[src/rtl/sparc_ifu_swctl_pkg.sv]
// Shared definitions for the IFU thread-switch controller: thread state
// encodings, default sizing and the quantum counter width helper.
package sparc_ifu_swctl_defs;

    typedef enum logic [1:0] {
        ST_IDLE = 2'd0,
        ST_RDY  = 2'd1,
        ST_RUN  = 2'd2,
        ST_WAIT = 2'd3
    } thr_st_e;

    localparam int NTHR_DEF  = 4;
    localparam int QUANT_DEF = 16;

    function automatic int quant_cw(input int quant);
        return $clog2(quant);
    endfunction

endpackage

[src/rtl/sparc_ifu_rrpick.sv]
// Round-robin one-hot picker: first eligible requester after ptr, with wrap.
// Purely combinational so the return-path arbiters can share it.
module sparc_ifu_rrpick #(
    parameter int N = 4
) (
    input  logic [N-1:0]         req_i,
    input  logic [$clog2(N)-1:0] ptr_i,
    input  logic [N-1:0]         excl_i,
    output logic [N-1:0]         gnt_o,
    output logic                 any_o
);

    localparam int PW = $clog2(N);

    logic [N-1:0]  elig;
    logic [PW-1:0] idx;

    always_comb begin
        gnt_o = '0;
        any_o = 1'b0;
        idx   = '0;
        elig  = req_i & ~excl_i;
        // ptr itself is visited last, so the previous winner has lowest priority
        for (int k = 1; k <= N; k++) begin
            idx = PW'((int'(ptr_i) + k) % N);
            if (!any_o && elig[idx]) begin
                gnt_o[idx] = 1'b1;
                any_o      = 1'b1;
            end
        end
    end

endmodule

[src/rtl/sparc_ifu_swctl.sv]
// IFU thread-switch controller: parks threads on switch points, rotates on
// quantum expiry, and round-robins issue among ready threads.
module sparc_ifu_swctl
    import sparc_ifu_swctl_defs::*;
#(
    parameter int NTHR  = NTHR_DEF,
    parameter int QUANT = QUANT_DEF
) (
    input  logic            rclk,
    input  logic            arst_l,
    input  logic [NTHR-1:0] thr_en,
    input  logic            inst_vld_s,
    input  logic            stall_s,
    input  logic            swpl_s,
    input  logic [NTHR-1:0] thr_rdy_in,
    output logic [NTHR-1:0] thr_s,
    output logic            switch_s,
    output logic [NTHR-1:0] thr_wait,
    output logic            all_idle
);

    localparam int PW = $clog2(NTHR);
    localparam int CW = quant_cw(QUANT);

    thr_st_e         st_q [NTHR];
    thr_st_e         st_d [NTHR];
    logic [PW-1:0]   ptr_q, ptr_d;
    logic [CW-1:0]   cnt_q, cnt_d;

    logic [NTHR-1:0] run_vec, rdy_vec, act_vec, gnt;
    logic [PW-1:0]   gnt_idx;
    logic            issue, run_any, run_on, cnt_exp, pick_any;
    logic            rel, sel, take;

    always_comb begin
        for (int i = 0; i < NTHR; i++) begin
            run_vec[i]  = (st_q[i] == ST_RUN);
            // a RDY thread being disabled this cycle must not be picked
            rdy_vec[i]  = (st_q[i] == ST_RDY) && thr_en[i];
            act_vec[i]  = (st_q[i] == ST_RUN) || (st_q[i] == ST_RDY);
            thr_wait[i] = (st_q[i] == ST_WAIT);
        end
    end

    sparc_ifu_rrpick #(.N(NTHR)) u_pick (
        .req_i  (rdy_vec),
        .ptr_i  (ptr_q),
        .excl_i (run_vec),
        .gnt_o  (gnt),
        .any_o  (pick_any)
    );

    always_comb begin
        issue   = inst_vld_s & ~stall_s;
        run_any = |run_vec;
        run_on  = |(run_vec & thr_en);
        cnt_exp = (cnt_q == CW'(QUANT - 1));
        rel     = run_any & (~run_on | (issue & swpl_s) | (issue & cnt_exp & pick_any));
        sel     = rel | ~run_any;
        take    = sel & pick_any;
        gnt_idx = '0;
        for (int i = 0; i < NTHR; i++) begin
            if (gnt[i]) gnt_idx = PW'(i);
        end
    end

    always_comb begin
        for (int i = 0; i < NTHR; i++) begin
            st_d[i] = st_q[i];
            if (!thr_en[i]) begin
                st_d[i] = ST_IDLE;
            end else begin
                case (st_q[i])
                    ST_IDLE: st_d[i] = ST_RDY;
                    ST_RDY:  if (take && gnt[i]) st_d[i] = ST_RUN;
                    // an enabled RUN thread only releases on a switch point or expiry
                    ST_RUN:  if (rel) st_d[i] = (issue && swpl_s && !thr_rdy_in[i]) ? ST_WAIT : ST_RDY;
                    ST_WAIT: if (thr_rdy_in[i]) st_d[i] = ST_RDY;
                    default: st_d[i] = ST_IDLE;
                endcase
            end
        end
        ptr_d = take ? gnt_idx : ptr_q;
        cnt_d = cnt_q;
        if (rel || take)
            cnt_d = '0;
        else if (issue && run_any)
            cnt_d = cnt_exp ? '0 : cnt_q + 1'b1;
    end

    always_ff @(posedge rclk or negedge arst_l) begin
        if (!arst_l) begin
            for (int i = 0; i < NTHR; i++) st_q[i] <= ST_IDLE;
            ptr_q <= PW'(NTHR - 1);
            cnt_q <= '0;
        end else begin
            for (int i = 0; i < NTHR; i++) st_q[i] <= st_d[i];
            ptr_q <= ptr_d;
            cnt_q <= cnt_d;
        end
    end

    assign thr_s    = run_vec;
    assign switch_s = rel | (~run_any & pick_any);
    assign all_idle = ~|act_vec;

endmodule

[config.mk]
export PLATFORM = sky130hd
export DESIGN_NAME = sparc_ifu_swctl
export DESIGN_NICKNAME = d
export VERILOG_FILES = /design/src/rtl/sparc_ifu_swctl_pkg.sv /design/src/rtl/sparc_ifu_rrpick.sv /design/src/rtl/sparc_ifu_swctl.sv
export SDC_FILE = /design/constraint.sdc
export NUM_CORES = 1
export LEC_CHECK = 0
export CORE_UTILIZATION = 35
export CTS_CLUSTER_SIZE = 40
export DETAILED_ROUTE_END_ITERATION = 6
export GPL_TIMING_DRIVEN = 0
export PLACE_DENSITY = 0.64
export SETUP_SLACK_MARGIN = 0.15
export SYNTH_ARGS = -nofsm -noshare
export SYNTH_HDL_FRONTEND = slang
export SYNTH_SLANG_ARGS = --single-unit
[constraint.sdc]
create_clock -name rclk -period 3.01 [get_ports rclk]
set_input_delay 0.602 -clock rclk [delete_from_list [all_inputs] [get_ports rclk]]
set_output_delay 0.602 -clock rclk [all_outputs]
set_load 0.01 [all_outputs]
==> impl_results.md, run 1 <==
* Outcome: finished clean
* RSZ-0062 raised after global routing: true
* Syn avg cell area at 8.76 sq um
* Vias in the first global route at 1538
* Leak pwr at 0.867 nW
* Reg2reg start: ptr_q[0]
* Number of synthesized flops with an enable pin at 0
* Register area share after synthesis at 0.205
* Area leader, netlist: ha_1
* Slowest stage delay, CP at 0.43 ns
* #FFs+latches synth at 14
* Avg WL per Cell at 15.7 um
* Largest net degree at the start of global routing at 15
* HP Start: st_q[7]
* CTS Buffer Depth at 2
* Antenna Nets Post-Route at 0
* First-pass GRT wire length at 7.43 mm
* Dpl hpwl at 3.39 mm
* Num CTS Buffers at 3
* Layout cells sized above 1 at 0.139
* CP max-delay cell: dfrtp_1
* Crit path kind: reg -> out
* Fillcell total at 467
* Worst min path class: reg -> reg
* Post-Syn Instances at 196
* Reg-to-Reg End: st_q[7]
* H-Tree Level Count at 1
* GPL Wtd Cong at 0.837
* ANT cells at 0
* Measured slew at the worst slew-check pin at 0.723 ns
* Iteration-0 DRC Markers at 165
* Commonest non-fill, non-tap cell in the layout: ha_1
* Worst Hold Path EP: st_q[7]
* Crit share post-route at 0.936
* Final hold violations at 0
* Power density of the placed cells at 888 nW/um^2
* Root buffer cell: clkbuf_8
* Die height at 72.1 um
* CTS tree: built
* Worst-path cell chain: inv_1 -> ha_1 -> nand3b_1 -> nand4_1 -> o21ai_0 -> o21ai_2 -> dlygate4sd2_1
* Die area at 5190 sq um
* # IOs at 23
* Final worst clock skew at 0.00247 ns
* Pre-CTS setup slack at -0.277 ns
* Final WL at 4.55 mm
* Commonest cells after routing, fill and taps aside: 23 x ha_1, 17 x clkdlybuf4s50_1, 15 x inv_1, 13 x nand2_1, 12 x dfrtp_1
* Syn_nets at 234
* Ys Warns at 0
* Critical Path AT at 2.22 ns
* Netlist cell types at 47
* Num rows at 25
* Max IR drop VDD at 0.000367 V
* # hold bufs at CTS at 0
* Hold Crit Depth at 1
* Startpoint types: register
* Area share of the largest cell type after synthesis at 0.182
* DRC viols at 0
* Fin crit period at 2.82 ns
* Final setup violation count at 0
* Gr usage total at 0.182
* Final #Nets at 262
* Top FF cell, synth: dfrtp_1
* Antenna violations before repair at 0
* Setup tns final at 0 ns
* Drt pass-1 iters at 4
* Port-buffer cells at 21
* Synthesized cell area at 1720 sq um
* Initial cell density of the core at 0.364
* Core area at 4720 sq um
* FF-to-FF path depth at 9
* Worst skew pair latency at 0.24 ns
* Largest cells by area after synthesis: ha_1 18%, dfrtp_1 17%, mux2i_1 4.1%, inv_1 3.5%, o211ai_1 3.5%
* DR vias at 1663
* Total of max-cap violations at 0
* DIE WIDTH at 72.1 um
* CTS sink cnt at 14
* Reg2Reg Setup Slack at 0.23 ns
* Layout area overhead at 25.6%
* WP data required at 2.41 ns
* Final WS setup at 0.191 ns
* Slew headroom at 0.517
* Fmax at 355 MHz
* GRT overflow at 0
* Max Transition Viols Final at 0
* Vias per inst at 5.73
* Crit end category: output port
* Synth async-reset ratio at 1.00
* Worst-path maximum fanout at 9
* Worst-path clk slew at 0.07 ns
==> stage by stage <==
stage	util	cell area (sq um)	power, W	hold WS, ns	instances
after detailed placement	0.426	2010	0.00158	0.552	284
after CTS	0.453	2140	0.00188	0.568	289
after global placement	0.426	2010	0.00158	0.546	284
final	0.457	2160	0.00192	0.566	290
after global routing	0.457	2160	0.00207	0.595	290
after floorplan	-	1720	0.00122	0.306	196
==> cell type report <==
class | instances | area, sq um | share of cell area
multi-input combinational | 161 | 1350 | 0.625
sequential | 14 | 353 | 0.164
timing repair buffer | 22 | 213 | 0.0986
tap | 67 | 83.8 | 0.0389
inverter | 17 | 68.8 | 0.0319
clock buffer | 4 | 55.1 | 0.0255
buffer | 5 | 36.3 | 0.0168
==> critical path, delay by kind of cell (launching register included) <==
| family | cells | cell delay [ns] |
|---|---|---|
| fa+ha+maj | 1 | 0.33 |
| buf+inv | 2 | 0.39 |
| flops | 1 | 0.43 |
| compound gates | 2 | 0.27 |
| simple gates | 2 | 0.54 |
==> registers in the layout (all words and copies together), names as in the netlist <==
| register | count |
|---|---|
| cnt_q | 4 |
| ptr_q | 2 |
| st_q | 8 |
==> repair_timing <==
action | in CTS | in global routing
gates cloned | 1 | 0
setup endpoints to repair | 11 | 8
setup buffers | 0 | 1
resized for setup | 15 | 5
==> logic make-up (layout without fill, tap and decap cells) <==
logic type,Yosys count,count (layout),synth area share
AOI/OAI and AO/OA,56,56,0.234
xor gates and xnor gates,1,1,0.00510
adders and majority gates,25,25,0.182
and+or+nand+nor,68,68,0.245
buffers and inverters,22,48,0.0546
muxes,10,11,0.0736
DFF,14,14,0.205
==> worst max-delay path by stage <==
stage / slack, ns / cells past startpoint / endpoint / startpoint
floorplan: 0.32 / 8 / st_q[7] / ptr_q[0]
global placement: -0.32 / 7 / switch_s / thr_en[0]
detailed placement: -0.28 / 7 / switch_s / thr_en[0]
CTS: 0.16 / 8 / switch_s / st_q[6]
global route: 0.09 / 8 / switch_s / st_q[6]
finish: 0.19 / 7 / switch_s / st_q[0]
==> routing by layer <==
metal / part of all wire / wire [um] / global-route usage
met5: 0 / 0 / 0
met4: 0.0046 / 21 / 0.0327
met3: 0.045 / 206 / 0.0194
met2: 0.47 / 2130 / 0.294
met1: 0.48 / 2190 / 0.265
==> Yosys cell counts (5+ instances only) <==
library cell  number
a31oi_1            9
o211ai_1           8
nand2_1           13
dfrtp_1           12
o21ai_1            5
inv_1             16
mux2i_1            7
a21oi_1            8
and3b_1            5
nor2_1            11
ha_1              25
==> where the power goes <==
group          internal (W)  switching, W  total (W)  leakage (nW)
sequential         0.000256     0.0000690   0.000325         0.182
clock              0.000116     0.0000720   0.000188        0.0288
combinational      0.000612      0.000792    0.00140         0.655
Note: power is estimated with default switching activity, not from simulation.
==> run 2, diff against run 1 <==
- CTS_BUF_LIST: not set -> sky130_fd_sc_hd__clkbuf_16
==> run 2 against run 1 <==
Effect of this change: fmax is essentially flat; worst hold slack lost 0.0054 ns; first-iteration DRC count grew 7.3%; total power grew 3.4%; routed wire length grew 0.44%; die area is the same; register-to-register slack lost 0.04 ns; combinational power is essentially flat; highest routed layer unchanged.
==> impl_results.md, run 2 (synthesis results as in run 1) <==
* Hold Crit Depth at 1 (unchanged)
* ANT cells at 0 (unchanged)
* Final Util at 0.462 (+0.00503)
* Die area at 5190 sq um (unchanged)
* DR vias at 1687 (+1.4%)
* Crit end category: register
* Final setup violation count at 0 (unchanged)
* Vias per inst at 5.82 (+1.4%)
* Layout area overhead at 26.9%
* Worst skew pair latency at 0.24 ns (about the same)
* Reg2reg start: ptr_q[1]
* Num rows at 25 (unchanged)
* Antenna Nets Post-Route at 0 (unchanged)
* CTS sink cnt at 14 (unchanged)
* Worst-path cell chain: buf_2 -> clkinvlp_4 -> ha_4 -> mux4_2 -> a31oi_1 -> o22ai_2 -> mux2_1
* Worst min path class: reg -> reg
* Final #Nets at 262 (unchanged)
* Largest net degree at the start of global routing at 15 (unchanged)
* Most flops, register: st_q
* Largest registers: st_q (8), cnt_q (4), ptr_q (2)
* WP data required at 3.13 ns (+0.72 ns)
* Crit path buf inv count at 2 (unchanged)
* Drt pass-1 iters at 4 (unchanged)
* H-Tree Level Count at 1 (unchanged)
* Dpl cells at 284 (unchanged)
* Critical Path AT at 2.94 ns (+0.72 ns)
* Crit path kind: reg -> reg
* Core area at 4720 sq um (unchanged)
* Initial cell density of the core at 0.364 (unchanged)
* First-pass GRT wire length at 7.54 mm (+1.5%)
* P_int at 0.00104 W (+6.0%)
* Worst Hold Slack at 0.561 ns (-0.00536 ns)
* Gate power share at 0.707 (-0.025)
* Slew headroom at 0.515 (-0.00205)
* CP max-delay cell: mux4_2
* Commonest non-fill, non-tap cell in the layout: ha_1
* FF-to-FF path depth at 7 (-2)
* Worst-path clk slew at 0.05 ns (-0.02 ns)
* Max reg flops at 8 (unchanged)
* DIE WIDTH at 72.1 um (unchanged)
* Crit share post-route at 0.936 (about the same)
* HP Start: st_q[7]
* Max Transition Viols Final at 0 (unchanged)
* Slowest stage delay, CP at 0.58 ns (+0.15 ns)
* Commonest cells after routing, fill and taps aside: 23 x ha_1, 17 x clkdlybuf4s50_1, 15 x inv_1, 13 x nand2_1, 12 x dfrtp_1
* Final instance area at 2180 sq um (+1.1%)
* CP top delay family: multiplexers
* Vias in the first global route at 1541 (+0.20%)
* Final worst clock skew at 0.00180 ns (-0.000675 ns)
* Fmax at 355 MHz (about the same)
* Layout cells sized above 1 at 0.139 (unchanged)
* Reg2Reg Setup Slack at 0.19 ns (-0.04 ns)
* Leak pwr at 0.876 nW (+1.1%)
* Avg WL per Cell at 15.8 um (+0.44%)
* Reg power frac at 0.164 (-0.006)
* Die height at 72.1 um (unchanged)
* Gr usage total at 0.185 (+0.00294)
* Num CTS Buffers at 3 (unchanged)
* Max IR drop VDD at 0.000400 V (+9.0%)
* Final hold violations at 0 (unchanged)
* Worst Hold Path EP: st_q[7]
* # IOs at 23 (unchanged)
* Worst-path maximum fanout at 9 (unchanged)
* CTS tree: built
* RSZ-0062 raised after global routing: true
* Antenna violations before repair at 0 (unchanged)
* Power density of the placed cells at 909 nW/um^2 (+2.3%)
* Sw Share at 0.474 (-0.0126)
* Finished Layout Cells at 290 (unchanged)
* GRT overflow at 0 (unchanged)
* Final WL at 4.57 mm (+0.44%)
* CP Launch Point: ptr_q[1]
* Total of max-cap violations at 0 (unchanged)
* Clock power frac at 0.129 (+0.031)
* Iteration-0 DRC Markers at 177 (+7.3%)
* Reg-to-Reg End: st_q[7]
* CTS Buffer Depth at 2 (unchanged)
* # hold bufs at CTS at 0 (unchanged)
* Port-buffer cells at 21 (unchanged)
* GPL Wtd Cong at 0.837 (unchanged)
* Placed Area at 2010 sq um (unchanged)
* Startpoint types: register
* Dpl hpwl at 3.39 mm (unchanged)
* Measured slew at the worst slew-check pin at 0.723 ns (+0.000485 ns)
* Fin crit period at 2.82 ns (-0.00192 ns)
* DRC viols at 0 (unchanged)
* Outcome: finished clean
* Root buffer cell: clkbuf_16
* Psw at 0.000940 W (+0.75%)
==> run 2: worst max-delay path by stage <==
stage	to	slack, ns	depth (start not counted)
2_1_floorplan	st_q[7]	0.32	8
3_3_place_gp	switch_s	-0.32	7
3_5_place_dp	switch_s	-0.28	7
4_1_cts	switch_s	0.15	8
5_1_grt	switch_s	0.08	8
6_report	st_q[7]	0.19	7
==> run 2: power groups by stage <==
stage	Combinational, W	Sequential [W]	Clock [W]
floorplan	0.000909	0.000312	0
global placement	0.00125	0.000325	0
detailed placement	0.00125	0.000327	0
CTS	0.00136	0.000325	0.000263
global route	0.00153	0.000337	0.000273
finish	0.00140	0.000325	0.000256
==> run 2: stage by stage <==
step,setup slack [ns],setup TNS (ns),total power (W)
after floorplan,0.325,0,0.00122
after global routing,0.0837,0,0.00214
after global placement,-0.316,-0.750,0.00158
final,0.193,0,0.00198
after detailed placement,-0.277,-0.790,0.00158
after CTS,0.155,0,0.00195
==> run 2: final cells by class <==
cell class,count,area [sq um]
Clock inverter,1,3.75
Sequential cell,14,353
Timing Repair Buffer,22,213
Multi-Input combinational cell,161,1350
Inverter,17,68.8
Tap cell,67,83.8
Clock buffer,3,75.1
Fill cell,463,2540
Buffer,5,33.8
==> run 2: per-layer routing <==
layer,global-route usage,vias up,part of all wire
met5,0,-,0
met1,0.267,822,0.48
met2,0.298,51,0.46
met3,0.0194,2,0.051
met4,0.0414,0,0.0057
li1,-,812,-
==> run 2: worst register-to-register path, stage by stage (launching register included) <==
cell and delay, ns:
dfstp_2 0.56, buf_2 0.24, clkinvlp_4 0.19, ha_4 0.34
mux4_2 0.58, a31oi_1 0.30, o22ai_2 0.16, mux2_1 0.32
==> run 2: repair_timing <==
item	4_1_cts	5_1_grt
setup endpoints to repair	11	8
buffers inserted	0	1
gates cloned	1	0
gates resized for setup	15	5
